**src/rtl/cd_spi_bridge.sv**
```systemverilog
// cd_spi_bridge: SPI mode-0 slave, oversampled in the clk domain, that turns host frames into CSR strobes.
// Build macro CD_SPI_AUTO_INC_EN enables csr_address post-increment after each data byte.
module cd_spi_bridge #(
  parameter int SYNC_STAGES = 2,
  parameter int ADDR_W      = 5
) (
  input  logic              clk,
  input  logic              reset_n,
  input  logic              spi_ss_n,
  input  logic              spi_sclk,
  input  logic              spi_mosi,
  output logic              spi_miso,
  output logic              spi_miso_oe,
  output logic              chip_select,
  output logic [ADDR_W-1:0] csr_address,
  output logic              csr_read,
  output logic              csr_write,
  output logic [7:0]        csr_writedata,
  input  logic [7:0]        csr_readdata
);

  typedef enum logic [1:0] {
    ST_IDLE,
    ST_ADDR,
    ST_WDATA,
    ST_RDATA
  } state_t;

`ifdef CD_SPI_AUTO_INC_EN
  localparam bit AUTO_INC = 1'b1;
`else
  localparam bit AUTO_INC = 1'b0;
`endif

  // Data FIFO window: repeated accesses must hit the same register.
  localparam logic [ADDR_W-1:0] FIFO_ADDR = ADDR_W'(21);

  logic [SYNC_STAGES-1:0] r_ss_sync;
  logic [SYNC_STAGES-1:0] r_sclk_sync;
  logic [SYNC_STAGES-1:0] r_mosi_sync;
  logic                   r_sclk_prev;
  logic                   r_armed;

  logic                   w_ss;
  logic                   w_sclk;
  logic                   w_mosi;
  logic                   w_rise;
  logic                   w_fall;
  logic                   w_rise_ok;
  logic                   w_byte_done;
  logic [7:0]             w_byte;

  state_t                 r_state;
  state_t                 w_next_state;
  logic [2:0]             r_bit_cnt;
  logic [6:0]             r_rx_shift;
  logic [7:0]             r_tx_shift;
  logic [7:0]             r_csr_writedata;
  logic [ADDR_W-1:0]      r_csr_address;
  logic                   r_csr_read;
  logic                   r_csr_write;
  logic                   r_load;

  always_ff @(posedge clk or negedge reset_n) begin
    if (!reset_n) begin
      // NOTE: the ss synchroniser resets to "selected" and r_armed stays low until a real
      // deselect is observed, so a frame already in flight at reset release is ignored.
      r_ss_sync   <= '0;
      r_sclk_sync <= '0;
      r_mosi_sync <= '0;
      r_sclk_prev <= 1'b0;
      r_armed     <= 1'b0;
    end else begin
      // NOTE: non-blocking assignments let every stage sample the previous value of its neighbour.
      r_ss_sync   <= {r_ss_sync[SYNC_STAGES-2:0], spi_ss_n};
      r_sclk_sync <= {r_sclk_sync[SYNC_STAGES-2:0], spi_sclk};
      r_mosi_sync <= {r_mosi_sync[SYNC_STAGES-2:0], spi_mosi};
      r_sclk_prev <= w_sclk;
      r_armed     <= r_armed | w_ss;
    end
  end

  assign w_ss        = r_ss_sync[SYNC_STAGES-1];
  assign w_sclk      = r_sclk_sync[SYNC_STAGES-1];
  assign w_mosi      = r_mosi_sync[SYNC_STAGES-1];
  assign w_rise      = w_sclk & ~r_sclk_prev;
  assign w_fall      = ~w_sclk & r_sclk_prev;
  // A deselect in the same cycle as an edge wins: the edge is ignored.
  assign w_rise_ok   = w_rise & ~w_ss & (r_state != ST_IDLE);
  assign w_byte_done = w_rise_ok & (r_bit_cnt == 3'd7);
  assign w_byte      = {r_rx_shift, w_mosi};

  always_ff @(posedge clk or negedge reset_n) begin
    if (!reset_n) begin
      r_state <= ST_IDLE;
    end else begin
      r_state <= w_next_state;
    end
  end

  always_comb begin
    // NOTE: default first so every path assigns w_next_state and no latch is inferred.
    w_next_state = r_state;
    case (r_state)
      ST_IDLE: begin
        if (r_armed && !w_ss) begin
          w_next_state = ST_ADDR;
        end
      end
      ST_ADDR: begin
        if (w_ss) begin
          w_next_state = ST_IDLE;
        end else if (w_byte_done) begin
          w_next_state = w_byte[7] ? ST_WDATA : ST_RDATA;
        end
      end
      ST_WDATA, ST_RDATA: begin
        if (w_ss) begin
          w_next_state = ST_IDLE;
        end
      end
      default: w_next_state = ST_IDLE;
    endcase
  end

  always_ff @(posedge clk or negedge reset_n) begin
    if (!reset_n) begin
      r_bit_cnt       <= '0;
      r_rx_shift      <= '0;
      r_tx_shift      <= '0;
      r_csr_writedata <= '0;
      r_csr_address   <= '0;
      r_csr_read      <= 1'b0;
      r_csr_write     <= 1'b0;
      r_load          <= 1'b0;
    end else begin
      if (w_ss) begin
        r_bit_cnt <= '0;
      end else if (w_rise_ok) begin
        r_bit_cnt <= r_bit_cnt + 3'd1;
      end

      if (w_rise_ok) begin
        r_rx_shift <= w_byte[6:0];
      end

      r_csr_write <= (r_state == ST_WDATA) && w_byte_done;
      // The read strobe marks the byte as consumed on its first bit.
      r_csr_read  <= (r_state == ST_RDATA) && w_rise_ok && (r_bit_cnt == 3'd0);
      r_load      <= ((r_state == ST_ADDR) && w_byte_done && !w_byte[7]) ||
                     ((r_state == ST_RDATA) && w_byte_done);

      if ((r_state == ST_WDATA) && w_byte_done) begin
        r_csr_writedata <= w_byte;
      end

      // Skipping the shift at bit_cnt 0 keeps a freshly loaded MSB on MISO for the host.
      if (r_load) begin
        r_tx_shift <= csr_readdata;
      end else if ((r_state == ST_RDATA) && w_fall && (r_bit_cnt != 3'd0)) begin
        r_tx_shift <= {r_tx_shift[6:0], 1'b0};
      end

      if (AUTO_INC && (r_csr_write || r_csr_read) && (r_csr_address != FIFO_ADDR)) begin
        r_csr_address <= r_csr_address + ADDR_W'(1);
      end
      if ((r_state == ST_ADDR) && w_byte_done) begin
        r_csr_address <= w_byte[ADDR_W-1:0];
      end
    end
  end

  assign chip_select   = r_armed & ~w_ss;
  assign spi_miso_oe   = chip_select;
  assign spi_miso      = (r_state == ST_RDATA) & r_tx_shift[7];
  assign csr_address   = r_csr_address;
  assign csr_read      = r_csr_read;
  assign csr_write     = r_csr_write;
  assign csr_writedata = r_csr_writedata;

endmodule

```
**config.mk**
```make
export PLATFORM = sky130hd
export DESIGN_NAME = cd_spi_bridge
export DESIGN_NICKNAME = d
export VERILOG_FILES = /design/src/rtl/cd_spi_bridge.sv
export SDC_FILE = /design/constraint.sdc
export NUM_CORES = 1
export LEC_CHECK = 0
export BUFFER_PORTS_ARGS = -buffer_cell sky130_fd_sc_hd__buf_2
export CAP_MARGIN = 20
export CORE_UTILIZATION = 49
export CTS_CLUSTER_SIZE = 10
export DETAILED_ROUTE_END_ITERATION = 12
export PLACE_DENSITY = 0.74
export SETUP_SLACK_MARGIN = 0.15
export SLEW_MARGIN = 20
export SYNTH_ARGS = -nofsm -noshare
export SYNTH_HDL_FRONTEND = slang
export SYNTH_SLANG_ARGS = --single-unit
```
**constraint.sdc**
```tcl
create_clock -name clk -period 1.57 [get_ports clk]
set_input_delay 0.0785 -clock clk [delete_from_list [all_inputs] [get_ports clk]]
set_output_delay 0.0785 -clock clk [all_outputs]
set_load 0.02 [all_outputs]
```
---- Yosys cells after proc, flatten, opt, wreduce, memory -nomap -nowiden ----
Index checks and enable logic that the tools add are counted.
Widths: inputs -> output; s select.
storage, ports and cells
  bits in registers ....................... 44
  input bits .............................. 13
  output and inout bits ................... 18
  word-level logic and storage cells ...... 63
operators by class
  $add $sub $neg .......................... 1
  equal/unequal tests ..................... 7
  multiplexer cells ....................... 10
  bitwise logic cells ..................... 11
  reduce and logical (&&, ||, !) cells .... 20
operator list
  kind                 count
  $mux 8               2
  $logic_and 1x1->1    9
  $mux 2               4
  $and 1x1->1          7
  $mux 3               2
  $pmux 2 s3           1
  $reduce_bool 2->1    3
  $eq 2x2->1 const B   2
  $ne 2x2->1 const B   2
  $add 3x1->3 const B  1
  $eq 3x3->1 const B   1
  $logic_not 3->1      1
  $ne 3x3->1 const B   1
  $not 1->1            3
  $reduce_and 3->1     1
  $reduce_bool 3->1    1
  $eq 2x1->1 const B   1
  $logic_not 1->1      2
  $logic_not 2->1      1
  $reduce_or 2->1      1
  $logic_or 1x1->1     1
  $mux 1               1
  $or 1x1->1           1

---- Logic depth before layout (Yosys ltp) ----
  word-level depth ........................ 8
  gate-level depth with buffers ........... 6

---- Worst setup path before layout ----
Ideal clock, no wire load.
  path kind ............................... flip-flop to flip-flop
  start ................................... register r_bit_cnt[0]
  end ..................................... register r_csr_address[0], in the netlist csr_address[0]
  setup time .............................. 0.125 ns
  arrival ................................. 1.545 ns
  setup slack ............................. -0.100 ns
  stages on the path, launching flop included .. 7
  path buffers ............................ 1
  period minus slack after synthesis ...... 1.670 ns
  cell sequence ........................... dfrtp_1 > ha_1 > ha_1 > nand2_1 > or4_4 > buf_6 > mux2_4
between the ends
  word-level cells in the longest chain between the ends .. 3
ends and longest elaborated chain
  what                      RTL line  source
  start: declaration        55        logic [2:0] r_bit_cnt;
  start signal: assignment  140       r_bit_cnt <= r_bit_cnt + 3'd1;
  $eq 3x3->1                90        assign w_byte_done = w_rise_ok & (r_bit_cnt == 3'd7);
  $and 1x1->1               90
  $logic_and 1x1->1         167       if ((r_state == ST_ADDR) && w_byte_done) begin
  end signal: assignment    165       r_csr_address <= r_csr_address + ADDR_W'(1);
  end signal: assignment    168       r_csr_address <= w_byte[ADDR_W-1:0];
  end: declaration          59        logic [ADDR_W-1:0] r_csr_address;
Every way passes these cells.
A chain may end at the register's enable or synchronous reset.

---- Final worst setup path ----
  start ................................... register r_bit_cnt[1]
  end ..................................... register r_csr_address[4], in the netlist csr_address[4]
Same word-level chain as after synthesis.

==> results.ini <==
[timing]
fmax_mhz=597
finalCritPeriodShare_pct=107
fin_ws_ps=-104
post-route-min-period_ps=1670
setup_viol=11
relSlewSlack_pct=64.0
skew_ps=6.66
rsz0062_at_grt=true
hold_viol_final=0
tightest_slew_ps=541
drv_slew=0
timing.hold.ws_ps=20.1

[pwr]
power.density_nw_per_um2=817
leakagePower_nw=1.18
power_mw=2.10
vdd_drop_max_uv=529

[logic_synthesis]
synth_area_um2=1890
yosysTopAreaCell=dfrtp_1
synth_warnings=0
synth_area_leaders=dfrtp_1 58%, mux2_2 8.9%, mux2_4 4.0%
postSynthAreaPerCell_um2=12.7
yosysTopAreaCellShare_pct=58.2
syn_inst=149
ys_ff_latch=44
synth_fp_nets=165
yosys.cell_types.count=31
seq_area_frac_synth_pct=58.2

[min_path]
hold_path_class=primary input to flop
hold_depth=3

[global_route]
grt.total_usage_pct=21.2
grt_overflow=0
grt_max_degree=45
first_global_vias=1350
antenna_found_initial=0
grt_pass1_wl_um=6490

[cts]
cts.htree.levels=2
clock_sinks=44
root_buffer=clkbuf_8
numCtsBuffers=5
clkTransAtPathRegs_ps=80
cts_tree=done
cts.path.max_buffers=2
clk_latency_ps=300

[floorplanning]
num_rows=22
core_um2=3690
die_h_um=64.1
initial_core_util_pct=51.3
ios=31
die_x_um=64.1
die_area_um2=4110

[worst_setup_path]
cp_max_fo=5
reg2reg_depth=5
critPathArrivalTime_ps=1860
crit_required_ps=1750
crit_type=flop to flop
end_kind=flop
startpoint_type=flop

[run_status]
violations=setup timing
status=finished with violations

[final_layout]
area_delta_synth_final_pct=35.6
layout_common_cells=41 x dfrtp_1, 29 x buf_2, 13 x buf_4
n_fill_cell=271
layout_commonest_cell=dfrtp_1
drive_gt1_share_pct=56.1
final_util_pct=69.5
fin_nets=214
antenna_cells=0

[detailed_routing]
firstDrtPassIters=4
routed_wl_um=3940
drt-initial-drc-count=79
drt-vias-per-instance=5.37
drcViolationCount=0
num_vias=1320
wire_per_inst_um=16.0
ant_nets=0

[placed_design]
place_hpwl_um=2450
dp_slack_ps=-126
portBuffers=30
gp_congestion=0.850

[flow_run]
cap_violations=0

## sequential cells by signal (all words and copies together), names as in the netlist
name           flops
csr_writedata      8
r_tx_shift         8
r_rx_shift         7
csr_address        5
r_bit_cnt          3
r_mosi_sync        2
r_sclk_sync        2
r_ss_sync          2
r_state            2
csr_read           1
csr_write          1
r_armed            1
r_load             1
r_sclk_prev        1
## metrics by stage
step	std cells	TNS (ps)	instance area, um2
global route	246	-1450	2560
CTS	243	-947	2340
finish	246	-549	2560
detailed placement	228	-1770	2170
floorplan	149	-452	1920
global placement	228	-432	2170
## power by group
group          internal, mW  total (mW)  switching (mW)  leakage, nW
clock                 0.301       0.678           0.377       0.0400
sequential             1.18        1.23          0.0501        0.540
combinational        0.0942       0.183          0.0891        0.601
## final timing paths
path | start | end | slack [ps]
min | csr_readdata[4] | r_tx_shift[4]$_DFFE_PN0P_ | 20
max reg2reg | r_bit_cnt[1]$_DFFE_PN0P_ | csr_address[4]$_DFFE_PN0P_ | -100
min in group asynchronous | reset_n | r_tx_shift[5]$_DFFE_PN0P_ | 290
min reg2reg | r_mosi_sync[0]$_DFF_PN0_ | r_mosi_sync[1]$_DFF_PN0_ | 350
max in group asynchronous | reset_n | r_ss_sync[1]$_DFF_PN0_ | 1050
max | r_bit_cnt[1]$_DFFE_PN0P_ | csr_address[4]$_DFFE_PN0P_ | -100
## cells in the mapped netlist
cell type / n
or2_2: 2
nor2_1: 3
and3_1: 1
ha_1: 3
a211oi_1: 1
and2b_2: 1
o31ai_1: 8
mux2_2: 15
nor3_1: 2
a21oi_1: 11
nand2_1: 4
nand2b_4: 1
mux2_4: 5
nand3_1: 3
and2_1: 1
nor4bb_1: 1
nand2b_1: 1
buf_2: 2
dfrtp_1: 44
buf_1: 1
a41oi_1: 7
inv_1: 4
o21ai_0: 4
nor2b_1: 11
or2b_2: 1
or3_1: 1
a31oi_1: 1
clkbuf_1: 5
buf_6: 3
or4_4: 1
buf_4: 1
## critical path: stages (launching register included)
cell and delay, ps:
dfrtp_1 360, ha_2 200, ha_4 140, nand2_2 50, or4_4 490, mux2_4 320
## layer usage
metal	up-vias	wire length, um	global-route usage, %	part of all wire [%]
met5	-	0	0	0
met4	0	81	9.17	2.1
met1	653	1750	28.7	44
li1	627	-	-	-
met3	9	149	6.61	3.8
met2	31	1970	31.4	50
## area by class of cell
| cell class | instances | area (um2) | area share [%] |
|---|---|---|---|
| Sequential cell | 44 | 1100 | 43.1 |
| Multi-Input combinational cell | 89 | 910 | 35.5 |
| Tap cell | 48 | 60.1 | 2.34 |
| Clock inverter | 2 | 12.5 | 0.488 |
| Clock buffer | 5 | 68.8 | 2.68 |
| Inverter | 4 | 20.0 | 0.780 |
| Timing Repair Buffer | 54 | 389 | 15.2 |
## timing repair
action / 4_1_cts / 5_1_grt
hold buffers: 5 / 0
gates resized for setup: 6 / 38
endpoints found under the hold margin: 48 / 0
setup endpoints to repair: 28 / 30
pin swaps: 1 / 9
buffers inserted: 3 / 3
## logic make-up (layout without fill, tap and decap cells)
| group | count (synthesis) | in the layout | synth area share [%] |
|---|---|---|---|
| AO/OA/AOI/OAI | 32 | 32 | 11.1 |
| adder cells (fa/ha/maj) | 3 | 3 | 1.98 |
| buffers and inverters | 16 | 65 | 4.70 |
| flip-flops | 44 | 44 | 58.2 |
| multiplexers | 20 | 20 | 12.9 |
| AND/OR/NAND/NOR | 34 | 34 | 11.1 |
(Power assumes the default switching activity.)
